### src/rtl/keypad_pin_collector.sv
// +-----------------------------------------------------------------------------+
// | keypad_pin_collector : gathers keypad digits into a 4-digit BCD PIN         |
// | Revision 1.0                                                                 |
// +-----------------------------------------------------------------------------+
`default_nettype none

module keypad_pin_collector #(
  parameter int ACK_HOLD       = 2,
  parameter int TIMEOUT_CYCLES = 255,
  parameter bit AUTO_SUBMIT    = 1'b0
) (
  input  logic        clk,
  input  logic        rst,
  input  logic        entry_enable,
  input  logic        key_valid,
  input  logic [3:0]  key_value,
  output logic [15:0] code,
  output logic        code_ack,
  output logic [2:0]  digit_count,
  output logic        key_reject,
  output logic        timeout_flag
);

  localparam int TW = (TIMEOUT_CYCLES < 1) ? 1 : $clog2(TIMEOUT_CYCLES + 1);
  localparam int AW = (ACK_HOLD < 1) ? 1 : $clog2(ACK_HOLD + 1);

  localparam logic [TW-1:0] C_TO_LAST  = TW'(TIMEOUT_CYCLES - 1);
  localparam logic [AW-1:0] C_ACK_LAST = AW'(ACK_HOLD);
  localparam logic [3:0]    C_KEY_CLR  = 4'hC;
  localparam logic [3:0]    C_KEY_ENT  = 4'hF;

  typedef enum logic [1:0] {
    IDLE    = 2'd0,
    COLLECT = 2'd1,
    ACK     = 2'd2
  } state_t;

  state_t        state, state_nx;
  logic [15:0]   code_nx;
  logic [2:0]    count_nx;
  logic          ack_nx;
  logic          reject_nx;
  logic          tflag_nx;
  logic [TW-1:0] to_cnt, to_cnt_nx;
  logic [AW-1:0] ack_cnt, ack_cnt_nx;

  logic is_digit;
  logic is_clear;
  logic is_enter;

  assign is_digit = (key_value <= 4'd9);
  assign is_clear = (key_value == C_KEY_CLR);
  assign is_enter = (key_value == C_KEY_ENT);

  always_ff @(posedge clk or negedge rst) begin
    if (!rst) begin
      state        <= IDLE;
      code         <= 16'h0000;
      code_ack     <= 1'b0;
      digit_count  <= 3'd0;
      key_reject   <= 1'b0;
      timeout_flag <= 1'b0;
      to_cnt       <= '0;
      ack_cnt      <= '0;
    end else begin
      state        <= state_nx;
      code         <= code_nx;
      code_ack     <= ack_nx;
      digit_count  <= count_nx;
      key_reject   <= reject_nx;
      timeout_flag <= tflag_nx;
      to_cnt       <= to_cnt_nx;
      ack_cnt      <= ack_cnt_nx;
    end
  end

  always_comb begin
    state_nx   = state;
    code_nx    = code;
    count_nx   = digit_count;
    ack_nx     = 1'b0;
    reject_nx  = 1'b0;
    tflag_nx   = 1'b0;
    to_cnt_nx  = to_cnt;
    ack_cnt_nx = ack_cnt;

    case (state)
      IDLE: begin
        to_cnt_nx  = '0;
        ack_cnt_nx = '0;
        if (entry_enable && key_valid) begin
          if (is_digit) begin
            // A fresh entry always starts from an all-zero code.
            state_nx = COLLECT;
            code_nx  = {12'h000, key_value};
            count_nx = 3'd1;
          end else if (!is_clear) begin
            reject_nx = 1'b1;
          end
        end
      end

      COLLECT: begin
        if (!entry_enable) begin
          state_nx  = IDLE;
          code_nx   = 16'h0000;
          count_nx  = 3'd0;
          to_cnt_nx = '0;
        end else if (key_valid) begin
          to_cnt_nx = '0;
          if (is_digit) begin
            if (digit_count < 3'd4) begin
              code_nx  = {code[11:0], key_value};
              count_nx = digit_count + 3'd1;
              if (AUTO_SUBMIT && (digit_count == 3'd3)) begin
                state_nx   = ACK;
                ack_nx     = 1'b1;
                ack_cnt_nx = AW'(1);
              end
            end else begin
              reject_nx = 1'b1;
            end
          end else if (is_clear) begin
            code_nx  = 16'h0000;
            count_nx = 3'd0;
          end else if (is_enter && (digit_count == 3'd4)) begin
            state_nx   = ACK;
            ack_nx     = 1'b1;
            ack_cnt_nx = AW'(1);
          end else begin
            reject_nx = 1'b1;
          end
        end else if (digit_count != 3'd0) begin
          // A key on the expiry cycle takes the branch above, so it wins.
          if (to_cnt == C_TO_LAST) begin
            state_nx  = IDLE;
            code_nx   = 16'h0000;
            count_nx  = 3'd0;
            tflag_nx  = 1'b1;
            to_cnt_nx = '0;
          end else begin
            to_cnt_nx = to_cnt + TW'(1);
          end
        end else begin
          to_cnt_nx = '0;
        end
      end

      ACK: begin
        to_cnt_nx = '0;
        reject_nx = key_valid;
        if (ack_cnt == C_ACK_LAST) begin
          state_nx   = IDLE;
          count_nx   = 3'd0;
          ack_cnt_nx = '0;
        end else begin
          ack_nx     = 1'b1;
          ack_cnt_nx = ack_cnt + AW'(1);
        end
      end

      default: begin
        state_nx   = IDLE;
        code_nx    = 16'h0000;
        count_nx   = 3'd0;
        to_cnt_nx  = '0;
        ack_cnt_nx = '0;
      end
    endcase
  end

endmodule

`default_nettype wire

### config.mk
export PLATFORM = sky130hd
export DESIGN_NAME = keypad_pin_collector
export DESIGN_NICKNAME = d
export VERILOG_FILES = /design/src/rtl/keypad_pin_collector.sv
export SDC_FILE = /design/constraint.sdc
export NUM_CORES = 1
export LEC_CHECK = 0
export CORE_MARGIN = 4
export CORE_UTILIZATION = 35
export DETAILED_ROUTE_END_ITERATION = 7
export PLACE_DENSITY_LB_ADDON = 0.08
export RECOVER_POWER = 50
export SYNTH_ARGS = -nofsm -noshare
export SYNTH_HDL_FRONTEND = slang
export SYNTH_SLANG_ARGS = --single-unit
### constraint.sdc
create_clock -name clk -period 2.25 [get_ports clk]
set_input_delay 0.45 -clock clk [delete_from_list [all_inputs] [get_ports clk]]
set_output_delay 0.45 -clock clk [all_outputs]
set_load 0.1 [all_outputs]
## After elaboration in Yosys (flattened, before gate mapping)

Index checks and enable logic that the tools add are counted.

| word-level totals | value |
|---|---|
| output and inout bits | 22 |
| input bits | 8 |
| word-level logic and storage cells | 110 |
| flip-flop bits (word level) | 34 |

| cells by class | value |
|---|---|
| bitwise gates (word level) | 1 |
| multiplexer cells | 66 |
| equality and inequality tests | 22 |
| magnitude comparators | 2 |
| reduce and logical (&&, ||, !) cells | 8 |
| $add $sub $neg | 3 |

Operator list:

| cell | number |
|---|---|
| $mux 16 | 9 |
| $pmux 16 s3 | 1 |
| $mux 8 | 5 |
| $mux 2 | 16 |
| $mux 3 | 10 |
| $mux 1 | 20 |
| $ne 4x4->1 const B | 5 |
| $ne 2x2->1 const B | 8 |
| $reduce_and 7->1 | 2 |
| $ne 5x5->1 const B | 2 |
| $pmux 3 s3 | 1 |
| $add 8x1->8 const B | 1 |
| $eq 4x4->1 const B | 2 |
| $eq 8x8->1 const B | 1 |
| $reduce_and 8->1 | 1 |
| $pmux 2 s3 | 1 |
| $reduce_and 5->1 | 1 |
| $eq 2x2->1 const B | 2 |
| $le 4x4->1 const B | 1 |
| $pmux 2 s2 | 1 |
| $add 3x1->3 const B | 1 |
| $eq 3x3->1 const B | 1 |
| $lt 3x3->1 const B | 1 |
| $pmux 1 s3 | 1 |
| other kinds (7) | 8 |

## Depth between registers and ports, before layout

Gate-level depths: netlist of the first run.

| logic depth | value |
|---|---|
| depth after elaboration | 8 |
| mapped depth | 8 |
| depth with buffers taken out | 7 |

## Least setup slack after synthesis of the first run

OpenSTA, ideal clock, no wires.

| path | value |
|---|---|
| path type | register -> register |
| from | register digit_count[0] |
| to | register code[13] |
| period minus slack after synthesis | 2.875 ns |
| library setup time | 0.125 ns |
| required time | 2.125 ns |
| slack | -0.625 ns |
| cell stages (with the launch flop) | 9 |
| arrival | 2.750 ns |
| buffers on the path | 1 |
| cell sequence | dfrtp_1 -> inv_1 -> ha_1 -> nor2b_1 -> a31o_1 -> a221oi_4 -> nand4b_4 -> buf_6 -> mux2_4 |

| on the way | value |
|---|---|
| cells in the longest elaborated chain, start to end | 3 |
| elaborated cells between the ends (all ways) | 5 |
| those cells by class | 1 x order compare; 2 x eq/ne; 2 x reduce/logical |

RTL lines:

| what | line | text |
|---|---|---|
| start: declaration | 19 | `output logic [2:0] digit_count,` |
| start signal: assignment | 69 | `digit_count <= count_nx;` |
| $lt 3x3->1 or $reduce_bool 3->1 (tied branches) | 112, 133 |  |
| $ne 5x5->1 (no source line) or $ne 4x4->1 (tied branches) | - |  |
| $reduce_and 7->1 (no source line) * | - |  |
| end signal: assignment | 67 | `code <= code_nx;` |
| end: declaration | 17 | `output logic [15:0] code,` |

Every way passes the cells marked *; elsewhere a longest branch is shown, timed or not.
A chain may end at the register's enable or synchronous reset.

## Final worst setup path of the first run

| path | value |
|---|---|
| from | register digit_count[1] |
| to | register code[13] |

Same word-level chain as after synthesis.

==> impl_metrics.env, run 1 <==
export IMPL_status="finished clean"
export IMPL_post_place_cells=278
export IMPL_relSlewSlack_pct=22.7
export IMPL_placed_area_mm2=0.00222
export IMPL_fmax_ghz=0.480
export IMPL_required_ns=2.42
export IMPL_async_reset_ff_share_pct=100
export IMPL_cts_repair_resized=0
export IMPL_clock_path_buffers=2
export IMPL_die_w_um=78.4
export IMPL_cts_setup_buffers=0
export IMPL_fp_coreArea_mm2=0.00475
export IMPL_post_route_min_period_ns=2.08
export IMPL_io_buffer_count=29
export IMPL_cpPeakStageDelay_ns=0.44
export IMPL_synth_net_count=179
export IMPL_crit_family="compound AO/OA/AOI/OAI gates"
export IMPL_drive_gt1_share_pct=30.7
export IMPL_power_switching_mw=1.08
export IMPL_ys_ff_latch=34
export IMPL_skew_ns=0.00781
export IMPL_grt_pass1_vias=1457
export IMPL_worst_pin_slew_ns=1.16
export IMPL_first_iter_violations=77
export IMPL_final_common_cell="dfrtp_1"
export IMPL_grt_usage_pct=13.9
export IMPL_critPathMaxFanout=14
export IMPL_vias_per_cell=4.83
export IMPL_grt_max_degree=35
export IMPL_utilization_pct=47.8
export IMPL_clockRootBuffer="clkbuf_8"
export IMPL_holdWs_ns=0.513
export IMPL_grt_pass1_wl_um=6640
export IMPL_seq_area_um2=860
export IMPL_fin_crit_sh_pct=92.5
export IMPL_crit_path_top_delay_cell="dfrtp_4"
export IMPL_setup_viol_count_final=0
export IMPL_worst_setup_path_start_kind="flop"
export IMPL_synthesis_area_mm2=0.00174
export IMPL_r2r_slack_ns=0.17
export IMPL_chipHeight_um=78.4
export IMPL_numCtsBuffers=5
export IMPL_crit_chain="inv_2 > ha_4 > nor2b_4 > a31o_1 > a221oi_4 > nand4b_4 > mux2_4"
export IMPL_synth_ff_type="dfrtp_1"
export IMPL_start_util_pct=36.5
export IMPL_synth_area_per_cell_um2=10.6
export IMPL_vdd_ir_drop_max_uv=331
export IMPL_cts_tree="yes"
export IMPL_hold_viol=0
export IMPL_critical_path_class="flop to flop"
export IMPL_nets=234
export IMPL_path_clk_slew_ns=0.07
export IMPL_power_mw=2.38
export IMPL_finalWirelength_um=3830
export IMPL_hold_class="flop to flop"
export IMPL_yosysSeqAreaShare_pct=49.0
export IMPL_clock_sinks=34
export IMPL_htreeDepth=2
export IMPL_nFillCells=480
export IMPL_switching_share_pct=45.2
export IMPL_synth_edf_count=0
export IMPL_die_area_mm2=0.00615
export IMPL_pwr_share_clk_pct=17.8
export IMPL_leakagePower_nw=1.11
export IMPL_area_growth_pct=30.9
export IMPL_multiInputGateArea_um2=822
export IMPL_postRouteAntennaNets=0
export IMPL_maxCapViolCount=0
export IMPL_cts_hold_buffers=0
export IMPL_place_detailed_hpwl_um=2840
export IMPL_boundaryPins=30
export IMPL_rsz0062_at_grt="false"
export IMPL_final_cell_mix="dfrtp_1 (31), buf_4 (30), inv_1 (16), nor2_1 (16), nand2_1 (14)"
export IMPL_synth_cell_type_count=38
export IMPL_stdcell_count=285
export IMPL_power_share_sequential_pct=32.1
export IMPL_ys_warn_count=0
export IMPL_power_internal_mw=1.31
export IMPL_insertion_delay_ns=0.28
export IMPL_grt_overflow=0
export IMPL_num_vias=1377
export IMPL_crit_buf_inv=1
export IMPL_routabilityCongestion=0.760
export IMPL_final_cell_area_mm2=0.00227
export IMPL_avgRoutedWirePerCell_um=13.4
export IMPL_rows=25
export IMPL_drc_errors=0
export IMPL_p_comb_share_pct=50.0
export IMPL_pwr_density_cell_mw_per_mm2=1050
export IMPL_antennaDiodeCount=0
export IMPL_cp_arrival_ns=2.25
export IMPL_antenna_found_initial=0
export IMPL_drtPass1Iterations=4
export IMPL_drv_slew=0
export IMPL_syn_inst=163
export IMPL_end_kind="flop"
==> flip-flops by register name, indices dropped and copies added, names as in the netlist <==
| name | flops |
|---|---|
| code | 16 |
| to_cnt | 8 |
| digit_count | 3 |
| ack_cnt | 2 |
| state | 2 |
| code_ack | 1 |
| key_reject | 1 |
| timeout_flag | 1 |
==> kinds of logic (layout without fill, tap and decap cells) <==
family	after synthesis	count (layout)	share of synthesized area [%]
mux	18	18	11.5
simple gates	55	55	16.4
buf+inv	20	75	4.76
fa+ha+maj	8	8	5.77
xor+xnor	6	6	3.03
flops	34	34	49.0
compound gates	22	22	9.52
==> cell usage after synthesis (2+ instances only) <==
library cell  count  share of area (%)
a21oi_1           2               0.58
a31oi_1           3                1.1
and3_1            5                1.8
dfrtp_1          34                 49
ha_1              8                5.8
inv_1            18                3.9
mux2_2            7                4.5
mux2_4            2                1.7
mux2i_1           9                5.2
nand2_1          14                3.0
nand3_1           7                2.0
nand4_1           3                1.1
nor2_1           16                3.5
nor2b_1           2               0.72
o21ai_0           6                1.7
xor2_1            5                2.5
==> path summary, 6_finish.rpt <==
| kind | start | end | cells past startpoint |
|---|---|---|---|
| setup / recovery | digit_count[1]$_DFFE_PN0P_ | code[13]$_DFFE_PN0P_ | 7 |
| hold / removal | code[15]$_DFFE_PN0P_ | code[15]$_DFFE_PN0P_ | 1 |
| setup reg to reg | digit_count[1]$_DFFE_PN0P_ | code[13]$_DFFE_PN0P_ | 7 |
| hold reg to reg | code[15]$_DFFE_PN0P_ | code[15]$_DFFE_PN0P_ | 1 |
| max in group asynchronous | rst | digit_count[1]$_DFFE_PN0P_ | 2 |
| min in group asynchronous | rst | code[8]$_DFFE_PN0P_ | 2 |
==> layout make-up <==
| class | instances | share of cell area [%] |
|---|---|---|
| timing repair buffer | 49 | 15.5 |
| clock buffer | 5 | 3.03 |
| multi-input combinational | 109 | 36.2 |
| inverter | 19 | 3.25 |
| clock inverter | 2 | 0.441 |
| tap | 67 | 3.69 |
| sequential | 34 | 37.9 |
==> power by group through the flow <==
stage	registers [mW]	clock network, mW	logic (mW)
6_report	0.765	0.425	1.19
3_5_place_dp	0.779	0	1.22
5_1_grt	0.779	0.471	1.27
4_1_cts	0.767	0.443	1.22
2_1_floorplan	1.18	0	0.491
3_3_place_gp	0.772	0	1.21
==> layer usage <==
| metal | routed length (µm) | global-route usage [%] | vias up |
|---|---|---|---|
| met5 | 0 | 0 | - |
| met4 | 27 | 4.20 | 0 |
| met3 | 167 | 4.59 | 2 |
| met2 | 1820 | 22.7 | 28 |
| met1 | 1820 | 17.5 | 682 |
| li1 | - | - | 665 |
==> per-stage QoR <==
stage               worst slack [ns]  setup TNS, ns
floorplan                     -0.110         -0.219
global placement             -0.0913          -1.11
detailed placement            -0.121          -1.63
CTS                            0.154              0
global route                  0.0529              0
finish                         0.169              0
Power figures use the tool's default switching activity.
==> inputs of run 2 (changes only) <==
clock period = 2.14 ns   (was 2.25 ns; I/O delays follow)
==> run 2 against run 1 <==
Net effect: cell area grew 4.1%; highest routed layer unchanged; largest cell class unchanged; largest power group unchanged; non-clock buffer count up 6; sequential power is 4.2% higher.
==> impl_metrics.env, run 2 (synthesis results as in run 1) <==
export IMPL_cts_hold_buffers=0
export IMPL_grt_pass1_vias=1504
export IMPL_die_area_mm2=0.00615
export IMPL_rr_worst_depth=7
export IMPL_maxCapViolCount=0
export IMPL_min_to="code[15]$_DFFE_PN0P_"
export IMPL_critical_path_class="flop to flop"
export IMPL_num_vias=1401
export IMPL_worst_pin_slew_ns=0.824
export IMPL_grt_pass1_wl_um=6910
export IMPL_antenna_found_initial=0
export IMPL_first_iter_violations=49
export IMPL_rsz0062_at_grt="false"
export IMPL_start_util_pct=36.5
export IMPL_post_route_min_period_ns=2.00
export IMPL_vdd_ir_drop_max_uv=449
export IMPL_postRouteAntennaNets=0
export IMPL_relSlewSlack_pct=45.1
export IMPL_r2r_start="to_cnt[1]$_DFF_PN0_"
export IMPL_r2r_end="digit_count[1]$_DFFE_PN0P_"
export IMPL_hold_class="flop to flop"
export IMPL_critPathMaxFanout=6
export IMPL_rows=25
export IMPL_io_buffer_count=29
export IMPL_nets=240
export IMPL_fin_crit_sh_pct=93.5
export IMPL_tns_ns=0
export IMPL_min_from="code[15]$_DFFE_PN0P_"
export IMPL_final_common_cell="buf_4"
export IMPL_grt_usage_pct=14.5
export IMPL_place_detailed_hpwl_um=3030
export IMPL_final_cell_mix="buf_4 (34), dfrtp_1 (31), inv_1 (16), nor2_1 (16), nand2_1 (14)"
export IMPL_grt_overflow=0
export IMPL_grt_max_degree=17
export IMPL_fp_coreArea_mm2=0.00475
export IMPL_skew_ns=0.00789
export IMPL_placed_area_mm2=0.00227
export IMPL_drtPass1Iterations=6
export IMPL_drv_slew=0
export IMPL_die_w_um=78.4
export IMPL_finalWirelength_um=3960
export IMPL_chipHeight_um=78.4
export IMPL_final_cell_area_mm2=0.00236
export IMPL_leakagePower_nw=1.15
export IMPL_path_clk_slew_ns=0.08
export IMPL_htreeDepth=2
export IMPL_cp_arrival_ns=2.18
export IMPL_boundaryPins=30
export IMPL_avgRoutedWirePerCell_um=13.5
export IMPL_numCtsBuffers=5
export IMPL_end_kind="flop"
export IMPL_setup_viol_count_final=0
export IMPL_hold_viol=0
export IMPL_antennaDiodeCount=0
export IMPL_cts_tree="yes"
export IMPL_clock_sinks=34
export IMPL_holdWs_ns=0.511
export IMPL_required_ns=2.32
export IMPL_vias_per_cell=4.80
export IMPL_area_growth_pct=36.3
export IMPL_status="finished clean"
export IMPL_holdPathStages=1
export IMPL_regMostFlops="code"
export IMPL_clock_path_buffers=2
export IMPL_top_regs="code (16), to_cnt (8), digit_count (3)"
export IMPL_largest_reg_flops=16
export IMPL_routabilityCongestion=0.807
export IMPL_clockRootBuffer="clkbuf_8"
export IMPL_fmax_ghz=0.500
export IMPL_r2r_slack_ns=0.14
export IMPL_startpoint="to_cnt[1]$_DFF_PN0_"
export IMPL_drive_gt1_share_pct=33.3
export IMPL_insertion_delay_ns=0.29
export IMPL_drc_errors=0
export IMPL_worst_setup_path_start_kind="flop"
export IMPL_pwr_density_cell_mw_per_mm2=1170
==> run 2: worst max-delay path by stage <==
stage                                 endpoint  slack [ns]
floorplan                 code[13]$_DFFE_PN0P_       -0.22
global placement          code[13]$_DFFE_PN0P_       -0.17
detailed placement        code[14]$_DFFE_PN0P_       -0.22
CTS                       code[14]$_DFFE_PN0P_        0.04
global route        digit_count[1]$_DFFE_PN0P_        0.02
finish              digit_count[1]$_DFFE_PN0P_        0.14
==> run 2: report_power, final <==
part	switching [mW]	total, mW	internal [mW]
registers	0.0635	0.797	0.733
logic	0.864	1.37	0.505
clock network	0.252	0.598	0.346
total	1.18	2.76	1.58
==> run 2: critical path, stage by stage (launching register included) <==
cell and delay [ns]:
dfrtp_1 0.44, ha_1 0.21, and3_1 0.15, a211oi_1 0.40
a221oi_4 0.08, buf_4 0.18, and3_1 0.20, a32o_1 0.24
==> run 2: what timing repair did <==
item / in CTS / in global routing
endpoints found under the setup margin: 0 / 14
setup buffers: 0 / 1
gates resized for setup: 0 / 1
==> run 2: routing by layer <==
metal	wire length, µm	vias to the layer above	GRT usage (%)
met5	0	-	0
met4	72	0	5.77
met3	157	7	3.56
met2	1870	27	25.1
met1	1850	684	17.4
li1	-	683	-
==> run 2: per-stage QoR <==
stage	cells	utilization, %	total power, mW	worst slack, ns
2_1_floorplan	163	-	1.75	-0.220
3_3_place_gp	283	47.8	2.13	-0.174
3_5_place_dp	283	47.8	2.16	-0.221
4_1_cts	291	50.2	2.77	0.0444
5_1_grt	292	49.7	2.93	0.0165
6_report	292	49.7	2.76	0.139
==> run 2: layout make-up <==
type | count | area, µm²
fill | 477 | 2390
sequential | 34 | 860
multi-input combinational | 109 | 822
timing repair buffer | 55 | 408
tap | 67 | 83.8
inverter | 19 | 77.6
clock buffer | 5 | 68.8
clock inverter | 3 | 45.0
==> inputs of run 3 (changes only) <==
SKIP_LAST_GASP = 1   (was not set)
==> results of run 3 <==
Final layout, timing and power as in run 2 (identical DEF).
